==> src/rtl/ssd_pkg.sv <==
// rtl/ssd_pkg.sv - shared segment constants and attitude flag types for the scanner
package ssd_pkg;

    // Bit positions inside the {G,F,E,D,C,B,A} segment vector
    localparam int SEG_A = 0;
    localparam int SEG_B = 1;
    localparam int SEG_C = 2;
    localparam int SEG_D = 3;
    localparam int SEG_E = 4;
    localparam int SEG_F = 5;
    localparam int SEG_G = 6;

    // Active-low "all segments off" for a common-anode digit
    localparam logic [6:0] SEG_BLANK = 7'h7F;

    // Active-high A+D+G, shown on every digit while data is stale
    localparam logic [6:0] STALE_GLYPH = 7'b100_1001;

    // Classified attitude: signs, deadband-zero flags and overrange
    typedef struct packed {
        logic s_r;
        logic s_p;
        logic z_r;
        logic z_p;
        logic ovr;
    } att_flags_t;

    // Level attitude: both axes zero, positive, in range
    localparam att_flags_t FLAGS_LEVEL = '{s_r: 1'b0, s_p: 1'b0, z_r: 1'b1, z_p: 1'b1, ovr: 1'b0};

    // Which glyph family a digit position uses
    typedef enum logic [1:0] {
        POS_LEFT  = 2'd0,
        POS_MID   = 2'd1,
        POS_RIGHT = 2'd2
    } pos_t;

endpackage

==> src/rtl/ssd_glyph_rom.sv <==
// rtl/ssd_glyph_rom.sv - maps attitude flags and digit position to an active-high segment pattern
module ssd_glyph_rom
    import ssd_pkg::*;
(
    input  att_flags_t  flags,
    input  pos_t        pos,
    output logic [6:0]  glyph
);

    // Overrange only affects blinking, which the top level handles
    logic unused_ovr;
    assign unused_ovr = flags.ovr;

    // Horizon glyph: left digit leans on positive roll, right on negative roll
    always_comb begin
        glyph = 7'h00;
        glyph[SEG_G] = flags.z_r & flags.z_p;
        case (pos)
            POS_LEFT: begin
                glyph[SEG_A] = ~flags.s_r &  flags.s_p & ~flags.z_p;
                glyph[SEG_D] = ~flags.s_r & ~flags.s_p & ~flags.z_p;
                glyph[SEG_E] = ~flags.s_r & ~flags.s_p & ~flags.z_r;
                glyph[SEG_F] = ~flags.s_r &  flags.s_p & ~flags.z_r;
            end
            POS_RIGHT: begin
                glyph[SEG_A] =  flags.s_r &  flags.s_p & ~flags.z_p;
                glyph[SEG_B] =  flags.s_r &  flags.s_p & ~flags.z_r;
                glyph[SEG_C] =  flags.s_r & ~flags.s_p & ~flags.z_r;
                glyph[SEG_D] =  flags.s_r & ~flags.s_p & ~flags.z_p;
            end
            default: begin
                glyph[SEG_A] =  flags.s_p & ~flags.z_p;
                glyph[SEG_D] = ~flags.s_p & ~flags.z_p;
            end
        endcase
    end

endmodule

==> src/rtl/ssd_attitude_scanner.sv <==
// rtl/ssd_attitude_scanner.sv - multiplexed 7-segment horizon display with overrange blink and stale flag
module ssd_attitude_scanner
    import ssd_pkg::*;
#(
    parameter int ANGLE_W    = 16,
    parameter int NUM_DIGITS = 4,
    parameter int DEADBAND   = 8,
    parameter int LIMIT      = 4096,
    parameter int SCAN_DIV   = 1000,
    parameter int BLINK_DIV  = 5000000,
    parameter int TIMEOUT    = 10000000
) (
    input  logic                        i_Clk,
    input  logic                        i_Reset,
    input  logic signed [ANGLE_W-1:0]   i_Roll,
    input  logic signed [ANGLE_W-1:0]   i_Pitch,
    input  logic                        i_Valid,
    output logic [6:0]                  o_Seg,
    output logic [NUM_DIGITS-1:0]       o_Dig,
    output logic                        o_Stale
);

    localparam int IDX_W   = (NUM_DIGITS > 1) ? $clog2(NUM_DIGITS) : 1;
    localparam int SCAN_W  = (SCAN_DIV > 1) ? $clog2(SCAN_DIV) : 1;
    localparam int BLINK_W = (BLINK_DIV > 1) ? $clog2(BLINK_DIV) : 1;
    localparam int TMO_W   = $clog2(TIMEOUT + 1);

    localparam logic [IDX_W-1:0]   IDX_LAST   = IDX_W'(NUM_DIGITS - 1);
    localparam logic [SCAN_W-1:0]  SCAN_LAST  = SCAN_W'(SCAN_DIV - 1);
    localparam logic [BLINK_W-1:0] BLINK_LAST = BLINK_W'(BLINK_DIV - 1);
    localparam logic [TMO_W-1:0]   TMO_MAX    = TMO_W'(TIMEOUT);
    localparam logic [ANGLE_W:0]   DB_U       = (ANGLE_W + 1)'(DEADBAND);
    localparam logic [ANGLE_W:0]   LIM_U      = (ANGLE_W + 1)'(LIMIT);
    localparam logic [ANGLE_W:0]   ONE_U      = (ANGLE_W + 1)'(1);

    att_flags_t             flags_q, flags_d;
    logic [IDX_W-1:0]       idx_q, idx_d;
    logic [SCAN_W-1:0]      scan_q, scan_d;
    logic [BLINK_W-1:0]     blink_q, blink_d;
    logic                   phase_q, phase_d;
    logic [TMO_W-1:0]       tmo_q, tmo_d;
    logic                   stale_q, stale_d;
    logic [6:0]             seg_q, seg_d;
    logic [NUM_DIGITS-1:0]  dig_q, dig_d;

    logic [ANGLE_W:0]       roll_ext, pitch_ext, abs_roll, abs_pitch;
    pos_t                   pos;
    logic [6:0]             glyph;

    // Magnitudes carry one extra bit so the most negative sample does not wrap
    always_comb begin
        roll_ext  = {i_Roll[ANGLE_W-1], i_Roll};
        pitch_ext = {i_Pitch[ANGLE_W-1], i_Pitch};
        abs_roll  = roll_ext[ANGLE_W]  ? (~roll_ext + ONE_U)  : roll_ext;
        abs_pitch = pitch_ext[ANGLE_W] ? (~pitch_ext + ONE_U) : pitch_ext;
    end

    // Capture stage: classify a new sample, otherwise hold the last attitude
    always_comb begin
        flags_d = flags_q;
        if (i_Valid) begin
            flags_d.s_r = i_Roll[ANGLE_W-1];
            flags_d.s_p = i_Pitch[ANGLE_W-1];
            flags_d.z_r = (abs_roll <= DB_U);
            flags_d.z_p = (abs_pitch <= DB_U);
            flags_d.ovr = (abs_roll > LIM_U) || (abs_pitch > LIM_U);
        end
    end

    // Scan, blink and timeout counters; stale is sticky until a sample arrives
    always_comb begin
        scan_d  = (scan_q == SCAN_LAST) ? '0 : scan_q + 1'b1;
        idx_d   = idx_q;
        if (scan_q == SCAN_LAST) begin
            idx_d = (idx_q == IDX_LAST) ? '0 : idx_q + 1'b1;
        end
        blink_d = (blink_q == BLINK_LAST) ? '0 : blink_q + 1'b1;
        phase_d = (blink_q == BLINK_LAST) ? ~phase_q : phase_q;
        if (i_Valid) begin
            tmo_d = '0;
        end else if (tmo_q == TMO_MAX) begin
            tmo_d = tmo_q;
        end else begin
            tmo_d = tmo_q + 1'b1;
        end
        stale_d = ~i_Valid & (stale_q | (tmo_d == TMO_MAX));
    end

    // Glyph family follows the digit that will be driven next cycle
    always_comb begin
        if (idx_d == '0) begin
            pos = POS_LEFT;
        end else if (idx_d == IDX_LAST) begin
            pos = POS_RIGHT;
        end else begin
            pos = POS_MID;
        end
    end

    ssd_glyph_rom u_glyph_rom (
        .flags (flags_q),
        .pos   (pos),
        .glyph (glyph)
    );

    // Output stage: blank the first cycle of each slot, then drive the selected digit
    always_comb begin
        dig_d = '1;
        seg_d = SEG_BLANK;
        if (scan_d != '0) begin
            dig_d[idx_d] = 1'b0;
            if (stale_q) begin
                seg_d = ~STALE_GLYPH;
            end else if (flags_q.ovr && !phase_q) begin
                seg_d = SEG_BLANK;
            end else begin
                seg_d = ~glyph;
            end
        end
    end

    // All state, including the registered outputs
    always_ff @(posedge i_Clk) begin
        if (i_Reset) begin
            flags_q <= FLAGS_LEVEL;
            idx_q   <= '0;
            scan_q  <= '0;
            blink_q <= '0;
            phase_q <= 1'b1;
            tmo_q   <= '0;
            stale_q <= 1'b1;
            seg_q   <= SEG_BLANK;
            dig_q   <= '1;
        end else begin
            flags_q <= flags_d;
            idx_q   <= idx_d;
            scan_q  <= scan_d;
            blink_q <= blink_d;
            phase_q <= phase_d;
            tmo_q   <= tmo_d;
            stale_q <= stale_d;
            seg_q   <= seg_d;
            dig_q   <= dig_d;
        end
    end

    assign o_Seg   = seg_q;
    assign o_Dig   = dig_q;
    assign o_Stale = stale_q;

endmodule

==> config.mk <==
export PLATFORM = sky130hd
export DESIGN_NAME = ssd_attitude_scanner
export DESIGN_NICKNAME = d
export VERILOG_FILES = /design/src/rtl/ssd_pkg.sv /design/src/rtl/ssd_glyph_rom.sv /design/src/rtl/ssd_attitude_scanner.sv
export SDC_FILE = /design/constraint.sdc
export NUM_CORES = 1
export LEC_CHECK = 0
export ABC_CLOCK_PERIOD_IN_PS = 3070
export CAP_MARGIN = 20
export CORE_UTILIZATION = 50
export DETAILED_ROUTE_END_ITERATION = 16
export GPL_TIMING_DRIVEN = 0
export PLACE_DENSITY = 0.77
export RECOVER_POWER = 50
export SLEW_MARGIN = 10
export SYNTH_ARGS = -nofsm -noshare
export SYNTH_HDL_FRONTEND = slang
export SYNTH_HIERARCHICAL = 1
export SYNTH_SLANG_ARGS = --single-unit
==> constraint.sdc <==
create_clock -name i_Clk -period 3.07 [get_ports i_Clk]
set_input_delay 0.614 -clock i_Clk [delete_from_list [all_inputs] [get_ports i_Clk]]
set_output_delay 0.614 -clock i_Clk [all_outputs]
set_load 0.05 [all_outputs]
== Word level (Yosys, flattened, before mapping) ==
Index checks and enable logic that the tools add are counted.

* Input port bits: 35
* Latch bits: 0
* Bits in registers: 77
* Bits in writable memories: 0
* Memories kept: 0
* Logic and storage cells: 88
* Bits in read-only memories: 0

* Multipliers: 0
* Bitwise gates (word level): 28
* Equality and inequality tests: 7
* Shift operators: 0
* Muxes and demuxes: 17
* Divide/modulo/power cells: 0
* Add/subtract/negate cells: 6
* Order comparisons: 6
* Reductions and logical operators: 10

{| class="wikitable"
|+ Operators by type and width
! cell !! count
|-
| $eq A24 B24 Y1 const B || 2
|-
| $mux W24 || 2
|-
| $add A17 B1 Y17 const B || 2
|-
| $gt A17 B13 Y1 const B || 2
|-
| $le A17 B4 Y1 const B || 2
|-
| $mux W17 || 2
|-
| $not A17 Y17 || 2
|-
| $add A24 B1 Y24 const B || 1
|-
| $add A23 B1 Y23 const B || 1
|-
| $eq A23 B23 Y1 const B || 1
|-
| $and A1 B1 Y1 || 16
|-
| $mux W7 || 2
|-
| $mux W2 || 6
|-
| $add A10 B1 Y10 const B || 1
|-
| $eq A10 B10 Y1 const B || 1
|-
| $mux W10 || 1
|-
| $reduce_bool A10 Y1 || 1
|-
| $not A1 Y1 || 7
|-
| $not A7 Y7 || 1
|-
| $eq A2 B2 Y1 const B || 3
|-
| $logic_not A2 Y1 || 2
|-
| $not A4 Y4 || 1
|-
| $pmux W1 S2 || 2
|-
| $reduce_or A2 Y1 || 2
|-
| 10 further kinds || 11
|}

== Depth between registers and ports, before layout ==
* Word-level depth: 11
* Mapped depth: 11

== Modules after synthesis ==
The synthesis kept the hierarchy.

{| class="wikitable"
|+ By module, submodules not included
! module !! area an instance (sq um) !! instances !! cells each
|-
| ssd_attitude_scanner || 4337.9 || 1 || 532
|-
| ssd_glyph_rom || 85.1 || 1 || 13
|}

== Worst setup path before layout ==
No wires, ideal clock.

* Path kind: input to register
* From: input i_Roll[0]
* To: register flags_q[2] (netlist bit)
* Buffers on the path: 0
* Path slack: 626 ps
* Stages on the path: 8
* Arrival: 2322 ps
* Data required time: 2948 ps
* Setup time: 122 ps
* Cell sequence: inv_1 -> ha_1 -> nor3b_1 -> a31oi_1 -> mux2_2 -> a32oi_1 -> nor4_1 -> a221o_1

* Cells in the longest elaborated chain, start to end: 4

{| class="wikitable"
|+ RTL lines
! item !! line !! text
|-
| start: declaration || ssd_attitude_scanner.sv:15 || <nowiki>input logic signed [ANGLE_W-1:0] i_Roll,</nowiki>
|-
| $not A17 Y17 || ssd_attitude_scanner.sv:54 || <nowiki>abs_roll = roll_ext[ANGLE_W] ? (~roll_ext + ONE_U) : roll_ext;</nowiki>
|-
| $add A17 B1 Y17 || ssd_attitude_scanner.sv:54 ||
|-
| $mux W17 (*) || ssd_attitude_scanner.sv:54 ||
|-
| $le A17 B4 Y1 (*) || ssd_attitude_scanner.sv:64 || <nowiki>flags_d.z_r = (abs_roll <= DB_U);</nowiki>
|-
| end signal: assignment || ssd_attitude_scanner.sv:135 || <nowiki>flags_q <= flags_d;</nowiki>
|-
| end: declaration || ssd_attitude_scanner.sv:36 || <nowiki>att_flags_t flags_q, flags_d;</nowiki>
|}

Mark *: on every way between the ends. The rest lies on a longest branch, timed or not.
A chain may end at the register's enable or synchronous reset.

== Final worst setup path ==
* From: input i_Pitch[0]
* To: register flags_q[1] (netlist bit)

* Cells in the longest elaborated chain, start to end: 4

{| class="wikitable"
|+ RTL lines
! item !! line !! text
|-
| start: declaration || ssd_attitude_scanner.sv:16 || <nowiki>input logic signed [ANGLE_W-1:0] i_Pitch,</nowiki>
|-
| $not A17 Y17 || ssd_attitude_scanner.sv:55 || <nowiki>abs_pitch = pitch_ext[ANGLE_W] ? (~pitch_ext + ONE_U) : pitch_ext;</nowiki>
|-
| $add A17 B1 Y17 || ssd_attitude_scanner.sv:55 ||
|-
| $mux W17 (*) || ssd_attitude_scanner.sv:55 ||
|-
| $le A17 B4 Y1 (*) || ssd_attitude_scanner.sv:65 || <nowiki>flags_d.z_p = (abs_pitch <= DB_U);</nowiki>
|}

Marked as above.

==> flow_results.org <==
** Global routing
- The via count of the first global-routing pass was 3847.
- Largest net degree at the start of global routing :: 16
- For this run, the total global-route usage over all layers was measured as 0.221.
- Gr ovfl total :: 0
- Wire length of the first global-routing pass :: 16.3 mm
- The initial antenna violation count was 0.

** Logic synthesis
- Post-Syn Nets :: 592
- Cell Area, Synth :: 0.00442 sq mm
- Synth top area share :: 0.349
- By area the synthesized netlist is led by sky130_fd_sc_hd__dfxtp_1 35%, sky130_fd_sc_hd__nor2_1 7.4%, sky130_fd_sc_hd__xor2_1 5.9%.
- Post-synth EDFFs :: 0
- Cell taking the most area after synthesis :: sky130_fd_sc_hd__dfxtp_1
- Post-synthesis sequential area ratio :: 0.349
- Flip-flop and latch count after synthesis :: 77
- In the synthesized netlist the async set-or-reset flop fraction comes to 0.
- Syn Inst Count :: 545
- Yosys printed 6 warnings.
- For this run, the leading register cell type out of synthesis is sky130_fd_sc_hd__dfxtp_1.
- Per-instance average area after synthesis :: 8.12 sq um
- Number of different library cells in the post-synthesis netlist :: 63

** Worst setup path
- Of all nets on the critical path, the largest fanout is 8.
- Setup slack on the worst flop-to-flop path :: 380 ps
- Crit path kind :: input port to flip-flop
- CP Launch Type :: input port
- The worst setup path is captured at a flip-flop.
- Data on the critical path arrives at its endpoint at 3050 ps.
- STA puts the critical path data required time at 3310 ps.

** Run
- Max-cap violations in this run came to 0.

** Timing
- Unrepaired setup endpoints after global routing :: false
- Number of endpoints with negative hold slack in the final report :: 0
- At the pin with the least slew margin, the transition time is 961 ps.
- Final Critical Period :: 2810 ps
- Clock skew on the completed layout was measured at 13.1 ps.
- Static timing analysis puts the maximum clock frequency at 355 MHz.
- Number of endpoints failing setup at the final stage :: 0
- Across all setup checks in the final design, the least slack found is 256 ps.
- Number of pins exceeding their max-slew limit in the final report :: 0
- Dividing the final minimum period by the clock period gives 0.917.
- Total Negative Setup Slacks :: 0 ps
- Measured against its own limit, the worst slew margin works out to 0.354.
- Fin Hold WS :: 444 ps

** CTS
- The clock tree synthesis step divided the H-tree into 3 levels.
- No sink is reached through more buffers than the 2 on the longest clock path.
- Clk Latency, worst-skew pair :: 350 ps
- Clock root buffer :: sky130_fd_sc_hd__clkbuf_8
- Clock-pin slew reported for the worst setup and hold paths after clock tree synthesis :: 80 ps
- CTS tree :: built
- Counting every sink on the clock net gives 77.
- In this run, post-CTS hold repair placed 0 buffers.
- TritonCTS Buffers :: 9

** Floorplan
- The floorplan step defined a die boundary enclosing 0.00923 sq mm.
- The total area inside the core boundary comes to 0.00838 sq mm.
- The die is 96.1 microns wide.
- Row generation in the floorplan step produced 33 rows.
- Pin placement for this block handled 47 I/O pins.
- The die is 96.1 microns tall.
- The initial utilization of the core area, before any placement, comes to 0.528.

** Power
- Overall Power :: 0.00212 W
- Leakage dissipation :: 1.83 nW
- VDD sags by at most 0.227 mV.
- PwrDens :: 403 mW/mm^2

** Place
- Dpl hpwl :: 7.27 mm
- Port Buffers :: 46
- Pre-CTS setup slack :: -253 ps
- Routability-driven placement congestion ratio :: 0.902
- Including well taps, the total number of placed cells is 696.

** Detailed routing
- After detailed routing, the met2 layer carries 4.64 mm of wire.
- The routed design has 9.65 mm of wire.
- Total iterations of the first detailed-routing run :: 4
- The detailed router placed 4069 vias in this run.
- In this run, the number of DRC markers left after iteration 0 of detailed routing was 145.
- DRC violations left :: 0
- Via-to-Cell Ratio :: 5.71
- Average wire per cell in the routed design :: 13.5 microns
- Wire segments on met3 add up to 301 microns in the final route.
- After detailed routing, the wire length on met1 is 4.57 mm.
- Remaining antenna violation count after routing :: 0
- The detailed router used layers up to and including met4.

** Worst hold path
- Min-delay worst type :: flip-flop to flip-flop

** Final layout
- Number of standard cells in the final layout excluding fillers :: 713
- Registers take 0.00154 sq mm.
- 0 antenna diodes ended up in the layout.
- Final #Nets :: 650
- After filler insertion, the fill cell instance count of the layout stands at 752.
- Combined area of the multi-input logic cells :: 0.00274 sq mm
- In the final layout, the share of cells above drive strength 1 is 0.0773.
- Post-synthesis to final-layout area growth :: 19.1%

** Outcome
- Result of the run :: complete, no violations
[cell families after synthesis]
group,after synthesis,synth area share
buf+inv,42,0.0368
simple gates,276,0.323
fa+ha+maj,12,0.0339
xor+xnor,55,0.109
compound gates,69,0.115
mux,14,0.0334
flops,77,0.349
[cell usage in the layout, fill, tap and decap left out, types with 7 or more instances in the layout]
cell type,n
sky130_fd_sc_hd__and4_1,7
sky130_fd_sc_hd__nor2b_1,9
sky130_fd_sc_hd__and2_1,7
sky130_fd_sc_hd__o21ai_0,9
sky130_fd_sc_hd__inv_1,22
sky130_fd_sc_hd__xor2_1,30
sky130_fd_sc_hd__nor2_1,87
sky130_fd_sc_hd__nor4_1,7
sky130_fd_sc_hd__clkbuf_1,17
sky130_fd_sc_hd__dlygate4sd3_1,12
sky130_fd_sc_hd__mux2i_1,7
sky130_fd_sc_hd__nand3_1,33
sky130_fd_sc_hd__nand4_1,19
sky130_fd_sc_hd__or3_1,9
sky130_fd_sc_hd__clkbuf_8,9
sky130_fd_sc_hd__and3_1,8
sky130_fd_sc_hd__ha_1,12
sky130_fd_sc_hd__nand2_1,43
sky130_fd_sc_hd__dfxtp_1,77
sky130_fd_sc_hd__a31oi_1,8
sky130_fd_sc_hd__a21oi_1,8
sky130_fd_sc_hd__nor3_1,18
sky130_fd_sc_hd__xnor2_1,25
sky130_fd_sc_hd__clkdlybuf4s50_1,34
[report_power, final]
part	internal (W)	switching (W)	leakage [nW]
Sequential	0.00102	0.0000134	0.625
Clock	0.000470	0.000404	0.112
Combinational	0.0000990	0.000120	1.09
[cells in the mapped netlist (all sizes together), types with 5 or more instances]
cell type  count
o31ai          5
clkbuf        16
xnor2         25
dfxtp         77
nor2b          9
nor4           9
nor2          87
a21oi          9
nand2         43
o21ai         10
inv           22
nor3          21
o41ai          5
nand4         20
or3            9
xor2          30
mux2           6
a31oi          8
mux2i          8
and4           7
nand3         33
and3           8
ha            12
and2           7
[final timing paths]
kind                        endpoint  cells after the start                   from
max reg2reg      o_Seg[0]$_SDFF_PP1_                      9   scan_q[0]$_SDFF_PP0_
min            blink_q[0]$_SDFF_PP0_                      1  blink_q[0]$_SDFF_PP0_
max          flags_q[1]$_SDFFE_PP1P_                      9             i_Pitch[0]
min reg2reg    blink_q[0]$_SDFF_PP0_                      1  blink_q[0]$_SDFF_PP0_
[timing repair]
action                     CTS  global route
gates resized for setup      0             4
setup endpoints to repair    0             4
buffers inserted             0             1
[stage by stage]
stage,util,instance area [sq um]
finish,0.628,5270
global route,0.628,5270
CTS,0.626,5240
detailed placement,0.598,5010
global placement,0.598,5010
floorplan,-,4420
[state kept, by name, indices dropped and copies added, names as in the netlist]
name and cells:
tmo_q 24, blink_q 23, scan_q 10, o_Seg 7
flags_q 5, o_Dig 4, idx_q 2, o_Stale 1
phase_q 1
[layer usage]
| layer | global-route usage | vias up |
|---|---|---|
| li1 | - | 2057 |
| met1 | 0.273 | 1907 |
| met2 | 0.379 | 90 |
| met3 | 0.0482 | 15 |
| met4 | 0.0759 | 0 |
| met5 | 0 | - |
[area by class of cell]
class                      instances  share of cell area
inverter                          22              0.0157
clock buffer                       9              0.0235
sequential                        77               0.293
tap                              105              0.0249
multi-input combinational        426               0.520
buffer                            20              0.0152
clock inverter                     7              0.0200
timing repair buffer              47              0.0881
[worst max-delay path, cell delays in order]
cell and delay [ps]:
sky130_fd_sc_hd__clkdlybuf4s50_1 500, sky130_fd_sc_hd__inv_1 90, sky130_fd_sc_hd__ha_1 180, sky130_fd_sc_hd__nor3b_2 440
sky130_fd_sc_hd__a21boi_0 180, sky130_fd_sc_hd__o22ai_1 200, sky130_fd_sc_hd__o41ai_1 130, sky130_fd_sc_hd__or3_1 360
sky130_fd_sc_hd__o41ai_1 350
Power figures use the tool's default switching activity.
